$ cat config.mk
export PLATFORM = sky130hd
export DESIGN_NAME = alu_arbiter_flat
export DESIGN_NICKNAME = d
export VERILOG_FILES = /design/src/rtl/alu_arbiter_if.sv /design/src/rtl/alu_arbiter.sv /design/src/flat_wrapper.sv
export SDC_FILE = /design/constraint.sdc
export NUM_CORES = 1
export LEC_CHECK = 0
export ABC_AREA = 1
export BUFFER_PORTS_ARGS = -buffer_cell sky130_fd_sc_hd__buf_2
export CAP_MARGIN = 20
export CORE_MARGIN = 5
export CORE_UTILIZATION = 45
export CTS_BUF_LIST = sky130_fd_sc_hd__clkbuf_4
export CTS_CLUSTER_DIAMETER = 80
export CTS_CLUSTER_SIZE = 28
export DETAILED_ROUTE_END_ITERATION = 16
export GPL_TIMING_DRIVEN = 0
export PLACE_DENSITY = 0.8
export SLEW_MARGIN = 25
export SYNTH_ARGS = -nofsm -noshare
export SYNTH_HDL_FRONTEND = slang
export SYNTH_SLANG_ARGS = --single-unit
$ cat constraint.sdc
create_clock -name clk -period 3.3 [get_ports clk]
set_input_delay 0.66 -clock clk [delete_from_list [all_inputs] [get_ports clk]]
set_output_delay 0.66 -clock clk [all_outputs]
set_load 0.01 [all_outputs]
$ cat src/rtl/alu_arbiter_if.sv
// rtl/alu_arbiter_if.sv - request, ALU and response signal bundle for alu_arbiter
interface alu_arbiter_if #(
    parameter int WIDTH = 3,
    parameter int NREQ  = 2,
    parameter int CMDW  = 3
);
    localparam int IDW = (NREQ > 1) ? $clog2(NREQ) : 1;

    logic [NREQ-1:0]       req_valid;
    logic [NREQ-1:0]       req_ready;
    logic [NREQ*WIDTH-1:0] req_a;
    logic [NREQ*WIDTH-1:0] req_b;
    logic [NREQ*CMDW-1:0]  req_cmd;
    logic [WIDTH-1:0]      alu_a;
    logic [WIDTH-1:0]      alu_b;
    logic [CMDW-1:0]       alu_cmd;
    logic [WIDTH-1:0]      alu_res;
    logic                  rsp_valid;
    logic                  rsp_ready;
    logic [WIDTH-1:0]      rsp_data;
    logic [IDW-1:0]        rsp_id;

    modport master (
        input  req_valid, req_a, req_b, req_cmd, alu_res, rsp_ready,
        output req_ready, alu_a, alu_b, alu_cmd, rsp_valid, rsp_data, rsp_id
    );

    modport slave (
        output req_valid, req_a, req_b, req_cmd, alu_res, rsp_ready,
        input  req_ready, alu_a, alu_b, alu_cmd, rsp_valid, rsp_data, rsp_id
    );
endinterface

$ cat src/rtl/alu_arbiter.sv
// rtl/alu_arbiter.sv - round-robin sharing of one combinational ALU between NREQ requesters
// Optional op_count statistics port enabled by ALU_ARB_STATS_EN.
module alu_arbiter #(
    parameter int WIDTH = 3,
    parameter int NREQ  = 2,
    parameter int CMDW  = 3
) (
    input  logic              clk,
    input  logic              rst,
    alu_arbiter_if.master     bus
`ifdef ALU_ARB_STATS_EN
    ,
    output logic [15:0]       op_count
`endif
);
    localparam int IDW = (NREQ > 1) ? $clog2(NREQ) : 1;

    typedef enum logic [1:0] {
        IDLE = 2'd0,
        EXEC = 2'd1,
        RESP = 2'd2
    } state_t;

    state_t           state;
    state_t           state_next;
    logic [IDW-1:0]   rr_ptr;
    logic [IDW-1:0]   next_ptr;
    logic [IDW-1:0]   grant_idx;
    logic             grant_found;
    logic [IDW:0]     cand;
    logic [WIDTH-1:0] sel_a;
    logic [WIDTH-1:0] sel_b;
    logic [CMDW-1:0]  sel_cmd;

    // Scan from rr_ptr upward, wrapping; the first valid index wins.
    always_comb begin
        grant_found = 1'b0;
        grant_idx   = '0;
        cand        = '0;
        for (int k = 0; k < NREQ; k++) begin
            cand = {1'b0, rr_ptr} + (IDW+1)'(k);
            if (cand >= (IDW+1)'(NREQ)) begin
                cand = cand - (IDW+1)'(NREQ);
            end
            if (!grant_found && bus.req_valid[cand[IDW-1:0]]) begin
                grant_found = 1'b1;
                grant_idx   = cand[IDW-1:0];
            end
        end
    end

    always_comb begin
        sel_a   = '0;
        sel_b   = '0;
        sel_cmd = '0;
        for (int i = 0; i < NREQ; i++) begin
            if (grant_idx == IDW'(i)) begin
                sel_a   = bus.req_a[i*WIDTH +: WIDTH];
                sel_b   = bus.req_b[i*WIDTH +: WIDTH];
                sel_cmd = bus.req_cmd[i*CMDW +: CMDW];
            end
        end
    end

    assign next_ptr = (grant_idx == IDW'(NREQ-1)) ? '0 : grant_idx + 1'b1;

    // Acceptance is suppressed under reset so no handshake completes that the registers drop.
    always_comb begin
        bus.req_ready = '0;
        if (state == IDLE && grant_found && !rst) begin
            bus.req_ready[grant_idx] = 1'b1;
        end
    end

    always_comb begin
        state_next = state;
        case (state)
            IDLE:    if (grant_found) state_next = EXEC;
            EXEC:    state_next = RESP;
            RESP:    if (bus.rsp_ready) state_next = IDLE;
            default: state_next = IDLE;
        endcase
    end

    always_ff @(posedge clk) begin
        if (rst) begin
            state <= IDLE;
        end else begin
            state <= state_next;
        end
    end

    always_ff @(posedge clk) begin
        if (rst) begin
            rr_ptr        <= '0;
            bus.alu_a     <= '0;
            bus.alu_b     <= '0;
            bus.alu_cmd   <= '0;
            bus.rsp_data  <= '0;
            bus.rsp_id    <= '0;
            bus.rsp_valid <= 1'b0;
        end else begin
            case (state)
                IDLE: begin
                    if (grant_found) begin
                        bus.alu_a   <= sel_a;
                        bus.alu_b   <= sel_b;
                        bus.alu_cmd <= sel_cmd;
                        bus.rsp_id  <= grant_idx;
                        rr_ptr      <= next_ptr;
                    end
                end
                EXEC: begin
                    bus.rsp_data  <= bus.alu_res;
                    bus.rsp_valid <= 1'b1;
                end
                RESP: begin
                    if (bus.rsp_ready) begin
                        bus.rsp_valid <= 1'b0;
                    end
                end
                default: ;
            endcase
        end
    end

`ifdef ALU_ARB_STATS_EN
    always_ff @(posedge clk) begin
        if (rst) begin
            op_count <= '0;
        end else if (bus.rsp_valid && bus.rsp_ready && op_count != 16'hFFFF) begin
            op_count <= op_count + 16'd1;
        end
    end
`endif
endmodule

$ cat src/flat_wrapper.sv
// flat-port wrapper written by rule: the top's interface ports become plain ports
module alu_arbiter_flat 
#(
    parameter int WIDTH = 3,
    parameter int NREQ  = 2,
    parameter int CMDW  = 3
)
  (clk, rst, bus_req_valid, bus_req_a, bus_req_b, bus_req_cmd, bus_alu_res, bus_rsp_ready, bus_req_ready, bus_alu_a, bus_alu_b, bus_alu_cmd, bus_rsp_valid, bus_rsp_data, bus_rsp_id);
  alu_arbiter_if #(.WIDTH(WIDTH), .NREQ(NREQ), .CMDW(CMDW)) bus_i ();
  input  logic clk;
  input  logic rst;
  input wire logic [$bits(bus_i.req_valid)-1:0] bus_req_valid;
  input wire logic [$bits(bus_i.req_a)-1:0] bus_req_a;
  input wire logic [$bits(bus_i.req_b)-1:0] bus_req_b;
  input wire logic [$bits(bus_i.req_cmd)-1:0] bus_req_cmd;
  input wire logic [$bits(bus_i.alu_res)-1:0] bus_alu_res;
  input wire logic [$bits(bus_i.rsp_ready)-1:0] bus_rsp_ready;
  output wire logic [$bits(bus_i.req_ready)-1:0] bus_req_ready;
  output wire logic [$bits(bus_i.alu_a)-1:0] bus_alu_a;
  output wire logic [$bits(bus_i.alu_b)-1:0] bus_alu_b;
  output wire logic [$bits(bus_i.alu_cmd)-1:0] bus_alu_cmd;
  output wire logic [$bits(bus_i.rsp_valid)-1:0] bus_rsp_valid;
  output wire logic [$bits(bus_i.rsp_data)-1:0] bus_rsp_data;
  output wire logic [$bits(bus_i.rsp_id)-1:0] bus_rsp_id;
  assign bus_i.req_valid = bus_req_valid;
  assign bus_i.req_a = bus_req_a;
  assign bus_i.req_b = bus_req_b;
  assign bus_i.req_cmd = bus_req_cmd;
  assign bus_i.alu_res = bus_alu_res;
  assign bus_i.rsp_ready = bus_rsp_ready;
  assign bus_req_ready = bus_i.req_ready;
  assign bus_alu_a = bus_i.alu_a;
  assign bus_alu_b = bus_i.alu_b;
  assign bus_alu_cmd = bus_i.alu_cmd;
  assign bus_rsp_valid = bus_i.rsp_valid;
  assign bus_rsp_data = bus_i.rsp_data;
  assign bus_rsp_id = bus_i.rsp_id;
  alu_arbiter #(.WIDTH(WIDTH), .NREQ(NREQ), .CMDW(CMDW)) u_core (.clk(clk), .rst(rst), .bus(bus_i));
endmodule
==> reports/qor.yml, run 1 <==
status: "finished clean"
root_buffer: "clkbuf_4"
place_area_um2: 1040
synth_nets: 134
dp_hpwl_mm: 1.56
synth-compound-area-share_pct: 6.15
drt_wl_total_mm: 1.98
design_area_um2: 1070
die-area_um2: 2760
rr_startpoint: "u_core.state[1]$_SDFFE_PP0P_"
arrival_ns: 1.59
finalMaxSlewViolations: 0
yosysMostFrequentCell: "nand2_1"
clock_sinks: 17
synth_seq_cells: 17
synth_area_leaders: "dfxtp_1, nand2_1, nand3_1"
clock_path_buffers: 2
antenna_found_initial: 0
drt_iter0_markers: 7
drc: 0
switchingPower_w: 0.000154
p_comb_share_pct: 27.2
synth_mux_area_share_pct: 0
fin_util_pct: 62.2
r2r_end: "u_core.bus.alu_b[2]$_SDFFE_PP0P_"
cts_tree: "built"
whs_path_depth: 2
yosys.area_share.simple_pct: 42.8
switching_share_pct: 31.3
core_um2: 1730
grt_usage_pct: 15.1
nets: 179
first_pass_iters: 4
setup.worst_path.class: "input pin to output pin"
via_per_inst: 4.73
syn_area_um2: 813
reg2regPathDepth: 7
p_leak_nw: 0.609
ant_nets: 0
ys_seq_area_share_pct: 41.8
ctsHoldBuffers: 0
post_cts_buffers: 0
postSynthAreaPerCell_um2: 7.53
synth_common_cells: "nand2_1, dfxtp_1, nand3_1"
areaGrowthSynthToFinish_pct: 32.2
rows: 15
syn-instance-count: 108
worstPathRequired_ns: 2.64
numCtsBuffers: 3
totalNegativeSetupSlack_ns: 0
worstSetupEndpointType: "output pin"
hp-class: "register to register"
post_cts_resized: 0
synth-xor-area-share_pct: 0
synth_top_family_by_area: "simple AND/OR/NAND/NOR gates"
async_flop_share_pct: 0
crit_end: "bus_req_ready[1]"
grt_pass1_wl_mm: 3.08
tightestPinTransition_ns: 0.264
rsz0062_at_grt: "false"
synth_top_area_share_pct: 41.8
initial_utilization_pct: 47.1
ir_worst_vdd_v: 0.000290
h-tree-depth: 1
diodes: 0
die_w_um: 52.5
clk_pin_slew_ns: 0.09
max_freq_mhz: 444
holdWs_ns: 0.481
startpoint_type: "input pin"
ys.flop_type: "dfxtp_1"
yosys.area.top_type: "dfxtp_1"
grt_pass1_vias: 736
ys_types: 16
drive_above_1_share_pct: 37.5
vias: 838
wire_per_inst_um: 11.2
p_clk_share_pct: 24.2
crit_fanout: 7
p_total_w: 0.000490
fillCellCount: 180
p_int_w: 0.000337
max_cap_violations: 0
hold_viol_final: 0
rrSetupSlack_ns: 2.07
yosysWarningCount: 0
port_buffers: 40
crit_start: "bus_req_valid[0]"
synth_edf_count: 0
grt_overflow: 0
worstSkewPairLatency_ns: 0.29
io_pins: 42
power_density_nw_per_um2: 456
seqPwrFrac_pct: 48.6
grt_max_degree: 11
fin_crit_sh_pct: 68.2
relSlewSlack_pct: 82.3
min_period_ns: 2.25
place_congestion: 0.762
synth_adder_area_share_pct: 0
die_h_um: 52.5
finalSetupViolCount: 0
skew_ns: 0.00627
==> worst max-delay path: stages <==
cell and delay [ns]:
buf_2 0.12, nand2_1 0.21, nand2_4 0.12, inv_1 0.16
nand2_1 0.09, nor2_1 0.09, buf_2 0.14
==> cell type report <==
class	instances	area [um^2]	area share (%)
plain buffers	3	33.8	3.14
clock buffers	4	30.0	2.79
inverters	11	41.3	3.84
multi-input cells	77	398	37.0
flip-flops and latches	17	340	31.7
well taps	25	31.3	2.91
repair buffers	40	200	18.6
==> metal layers <==
layer	GRT usage, %	vias to the layer above	part of all wire [%]
li1	-	439	-
met1	18.2	362	44
met2	24.4	32	45
met3	3.99	5	8.3
met4	7.66	0	2.2
met5	0	-	0
==> metrics by stage <==
stage | cells | setup WS, ns
6_report | 177 | 1.05
5_1_grt | 177 | 0.938
4_1_cts | 177 | 1.06
3_5_place_dp | 173 | 1.06
3_3_place_gp | 173 | 1.07
2_1_floorplan | 108 | 1.36
==> registers in the layout, indices dropped and copies added (netlist names) <==
register,cells
u_core.bus.rsp_id,1
u_core.state,2
u_core.bus.alu_cmd,3
u_core.bus.rsp_valid,1
u_core.bus.alu_b,3
u_core.bus.alu_a,3
u_core.bus.rsp_data,3
u_core.rr_ptr,1
==> power by group through the flow <==
| stage | clock network (W) | registers [W] | logic, W |
|---|---|---|---|
| detailed placement | 0 | 0.000243 | 0.000135 |
| CTS | 0.000121 | 0.000238 | 0.000135 |
| global placement | 0 | 0.000242 | 0.000131 |
| floorplan | 0 | 0.000252 | 0.0000750 |
| finish | 0.000119 | 0.000238 | 0.000134 |
| global route | 0.000136 | 0.000241 | 0.000149 |
==> logic make-up after synthesis <==
family                 after synthesis
AND/OR/NAND/NOR                     68
flip-flops                          17
buffers and inverters               14
AO/OA/AOI/OAI                        9
==> worst min path at each step <==
stage / from / to / slack [ns]
2_1_floorplan: u_core.rr_ptr$_SDFFE_PP0P_ / u_core.rr_ptr$_SDFFE_PP0P_ / 0.43
6_report: u_core.rr_ptr$_SDFFE_PP0P_ / u_core.rr_ptr$_SDFFE_PP0P_ / 0.48
3_3_place_gp: u_core.rr_ptr$_SDFFE_PP0P_ / u_core.rr_ptr$_SDFFE_PP0P_ / 0.45
3_5_place_dp: u_core.rr_ptr$_SDFFE_PP0P_ / u_core.rr_ptr$_SDFFE_PP0P_ / 0.47
5_1_grt: u_core.rr_ptr$_SDFFE_PP0P_ / u_core.rr_ptr$_SDFFE_PP0P_ / 0.50
4_1_cts: u_core.rr_ptr$_SDFFE_PP0P_ / u_core.rr_ptr$_SDFFE_PP0P_ / 0.48
==> cells in the final DEF (no fill, tap or decap) <==
| master | netlist | layout |
|---|---|---|
| nand3b_1 | 1 | 1 |
| nor2_8 | 1 | 1 |
| buf_2 | 0 | 40 |
| nand2_1 | 27 | 27 |
| inv_1 | 11 | 11 |
| o21ai_0 | 4 | 4 |
| nand4_1 | 5 | 5 |
| clkbuf_4 | 0 | 4 |
| a21oi_1 | 3 | 3 |
| dfxtp_1 | 17 | 17 |
| a31oi_1 | 1 | 1 |
| o21ai_2 | 1 | 1 |
| nand3_1 | 16 | 16 |
| nor2_1 | 10 | 10 |
| buf_6 | 3 | 3 |
| nand2_4 | 2 | 2 |
| nand2_2 | 4 | 4 |
| nor2_4 | 2 | 2 |
No activity file was read; power rests on OpenSTA's default activity.
==> run 2: changes to the inputs <==
--- a/config.mk
+++ b/config.mk
@@ -9,13 +9,13 @@
 export BUFFER_PORTS_ARGS = -buffer_cell sky130_fd_sc_hd__buf_2
 export CAP_MARGIN = 20
 export CORE_MARGIN = 5
-export CORE_UTILIZATION = 45
+export CORE_UTILIZATION = 41
 export CTS_BUF_LIST = sky130_fd_sc_hd__clkbuf_4
 export CTS_CLUSTER_DIAMETER = 80
 export CTS_CLUSTER_SIZE = 28
 export DETAILED_ROUTE_END_ITERATION = 16
 export GPL_TIMING_DRIVEN = 0
-export PLACE_DENSITY = 0.8
+export PLACE_DENSITY = 0.76
 export SLEW_MARGIN = 25
 export SYNTH_ARGS = -nofsm -noshare
 export SYNTH_HDL_FRONTEND = slang
==> constraint.sdc (replaced) <==
create_clock -name clk -period 1.82 [get_ports clk]
set_input_delay 0.364 -clock clk [delete_from_list [all_inputs] [get_ports clk]]
set_output_delay 0.364 -clock clk [all_outputs]
set_load 0.01 [all_outputs]
==> run 2 against run 1 <==
Against the previous run: critical path depth is 1 lower; critical endpoint is now bus_req_ready[0]; critical path type is now register to output pin; total power grew 82%; first-iteration DRC count grew 14%; worst setup slack worse by 0.91 ns; largest cell class unchanged.
==> reports/qor.yml, run 2 (same netlist as run 1, synthesis figures left out) <==
status: "finished clean"  # unchanged
fillCellCount: 212  # was 180
multi_input_area_um2: 405  # was 398 um^2
setup.worst_path.class: "register to output pin"  # was input pin to output pin
areaGrowthSynthToFinish_pct: 35.2  # was 32.2%
max_freq_mhz: 593
ir_worst_vdd_v: 0.000460  # was 0.000290 V
first_pass_iters: 4  # unchanged
grt_max_degree: 11  # unchanged
dp_hpwl_mm: 1.53  # was 1.56 mm
vias: 824  # was 838
drt_iter0_markers: 8  # was 7
skew_ns: 0.00110  # was 0.00627 ns
core_um2: 1920  # was 1730 um^2
die-area_um2: 2970  # was 2760 um^2
worstSetupEndpointType: "output pin"  # unchanged
ant_nets: 0  # unchanged
path_cells: "inv_1 > nand2_1 > nor2_4 > nand2_4 > nor2_8 > buf_2"  # was buf_2 > nand2_1 > nand2_4 > inv_1 > nand2_1 > nor2_1 > buf_2
h-tree-depth: 1  # unchanged
rr_startpoint: "u_core.state[1]$_SDFFE_PP0P_"  # unchanged
diodes: 0  # unchanged
hp-class: "input pin to register"  # was register to register
clock_sinks: 17  # unchanged
hold_viol_final: 0  # unchanged
die_h_um: 54.5  # was 52.5 um
power_density_nw_per_um2: 813  # was 456 nW/um^2
root_buffer: "clkbuf_4"  # unchanged
port_buffers: 40  # unchanged
regArea_um2: 340  # unchanged
antenna_found_initial: 0  # unchanged
worstSkewPairLatency_ns: 0.27  # was 0.29 ns
min_period_ns: 1.69
die_w_um: 54.5  # was 52.5 um
wire_per_inst_um: 10.8  # was 11.2 um
rrSetupSlack_ns: 0.59  # was 2.07 ns
arrival_ns: 1.32  # was 1.59 ns
totalNegativeSetupSlack_ns: 0  # unchanged
nets: 181  # was 179
io_pins: 42  # unchanged
min_from: "bus_req_cmd[2]"  # was u_core.rr_ptr$_SDFFE_PP0P_
rsz0062_at_grt: "false"  # unchanged
grt_pass1_wl_mm: 3.29  # was 3.08 mm
holdPathEnd: "u_core.bus.alu_cmd[2]$_SDFFE_PP0P_"  # was u_core.rr_ptr$_SDFFE_PP0P_
whs_path_depth: 3  # was 2
worstPathRequired_ns: 1.46  # was 2.64 ns
reg2regPathDepth: 7  # unchanged
place_area_um2: 1050  # was 1040 um^2
drive_above_1_share_pct: 39.6  # was 37.5%
placed_cells: 175  # was 173
design_area_um2: 1100  # was 1070 um^2
grt_pass1_vias: 790  # was 736
drt_wl_total_mm: 1.96  # was 1.98 mm
crit_fanout: 5  # was 7
via_per_inst: 4.55  # was 4.73
stdcell_count: 181  # was 177
clock_path_buffers: 2  # unchanged
finalMaxSlewViolations: 0  # unchanged
p_leak_nw: 0.620  # was 0.609 nW
grt_overflow: 0  # unchanged
place_congestion: 0.730  # was 0.762
fin_crit_sh_pct: 92.6
relSlewSlack_pct: 82.7  # was 82.3%
startpoint_type: "register"  # was input pin
numCtsBuffers: 3  # unchanged
cts_tree: "built"  # unchanged
final_cell_mix: "buf_2, nand2_1, dfxtp_1"  # unchanged
ctsHoldBuffers: 0  # unchanged
final_common_cell: "buf_2"  # unchanged
tightestPinTransition_ns: 0.259  # was 0.264 ns
grt_usage_pct: 14.9  # was 15.1%
clk_pin_slew_ns: 0.09  # about the same
finalSetupViolCount: 0  # unchanged
critical-path-max-stage-delay_ns: 0.34  # was 0.21 ns
drc: 0  # unchanged
initial_utilization_pct: 42.3  # was 47.1%
r2r_end: "u_core.bus.alu_b[2]$_SDFFE_PP0P_"  # unchanged
max_cap_violations: 0  # unchanged
slowest_stage: "dfxtp_1"  # was nand2_1
rows: 16  # was 15
run 2: cell count changes in the layout (fill, tap and decap cells not counted), sizes merged:
cell | before | now
buf | 43 | 45
run 2: worst max path at each step:
stage / slack, ns / depth (start not counted) / endpoint / startpoint
6_report: 0.13 / 6 / bus_req_ready[0] / u_core.state[0]$_SDFFE_PP0P_
3_3_place_gp: 0.17 / 7 / bus_req_ready[1] / bus_req_valid[0]
3_5_place_dp: 0.15 / 7 / bus_req_ready[1] / bus_req_valid[0]
4_1_cts: 0.05 / 7 / bus_req_ready[1] / u_core.rr_ptr$_SDFFE_PP0P_
5_1_grt: 0.02 / 6 / bus_req_ready[0] / u_core.state[0]$_SDFFE_PP0P_
2_1_floorplan: 0.47 / 5 / bus_req_ready[1] / bus_req_valid[0]
run 2: power by group:
group          internal [W]  switching, W  leakage (nW)
registers          0.000411     0.0000217         0.140
logic              0.000109      0.000145         0.461
clock network     0.0000997      0.000108        0.0184
total              0.000619      0.000275         0.620
run 2: cell type report:
cell class,instances,share of cell area [%]
timing repair buffer,42,19.6
sequential,17,30.9
multi-input combinational,77,36.9
clock buffer,4,2.73
tap,27,3.07
inverter,11,3.75
buffer,3,3.07
run 2: stage by stage:
step	worst slack, ns	total power [W]	utilization (%)	hold slack, ns
2_1_floorplan	0.475	0.000593	-	0.433
3_3_place_gp	0.169	0.000678	54.5	0.449
3_5_place_dp	0.154	0.000685	54.5	0.470
4_1_cts	0.0491	0.000894	56.2	0.269
5_1_grt	0.0192	0.000954	57.2	0.279
6_report	0.135	0.000894	57.2	0.275
run 2: per-layer routing:
metal  vias up  global-route usage (%)  wire length, um
met2        29                    26.3              982
met4         0                    3.73               19
met3         2                    2.18              115
li1        441                       -                -
met5         -                       0                0
met1       352                    18.7              839
run 2: timing repair:
item                                    in CTS  in global routing
pin swaps                                    0                  1
resized for setup                            1                  2
endpoints found under the setup margin       1                  2
setup buffers                                0                  2
run 2: critical path: cells and delay by family (launching register included):
family / cells / cell delay (ns)
simple gates: 4 / 0.45
flops: 1 / 0.34
buf+inv: 2 / 0.25
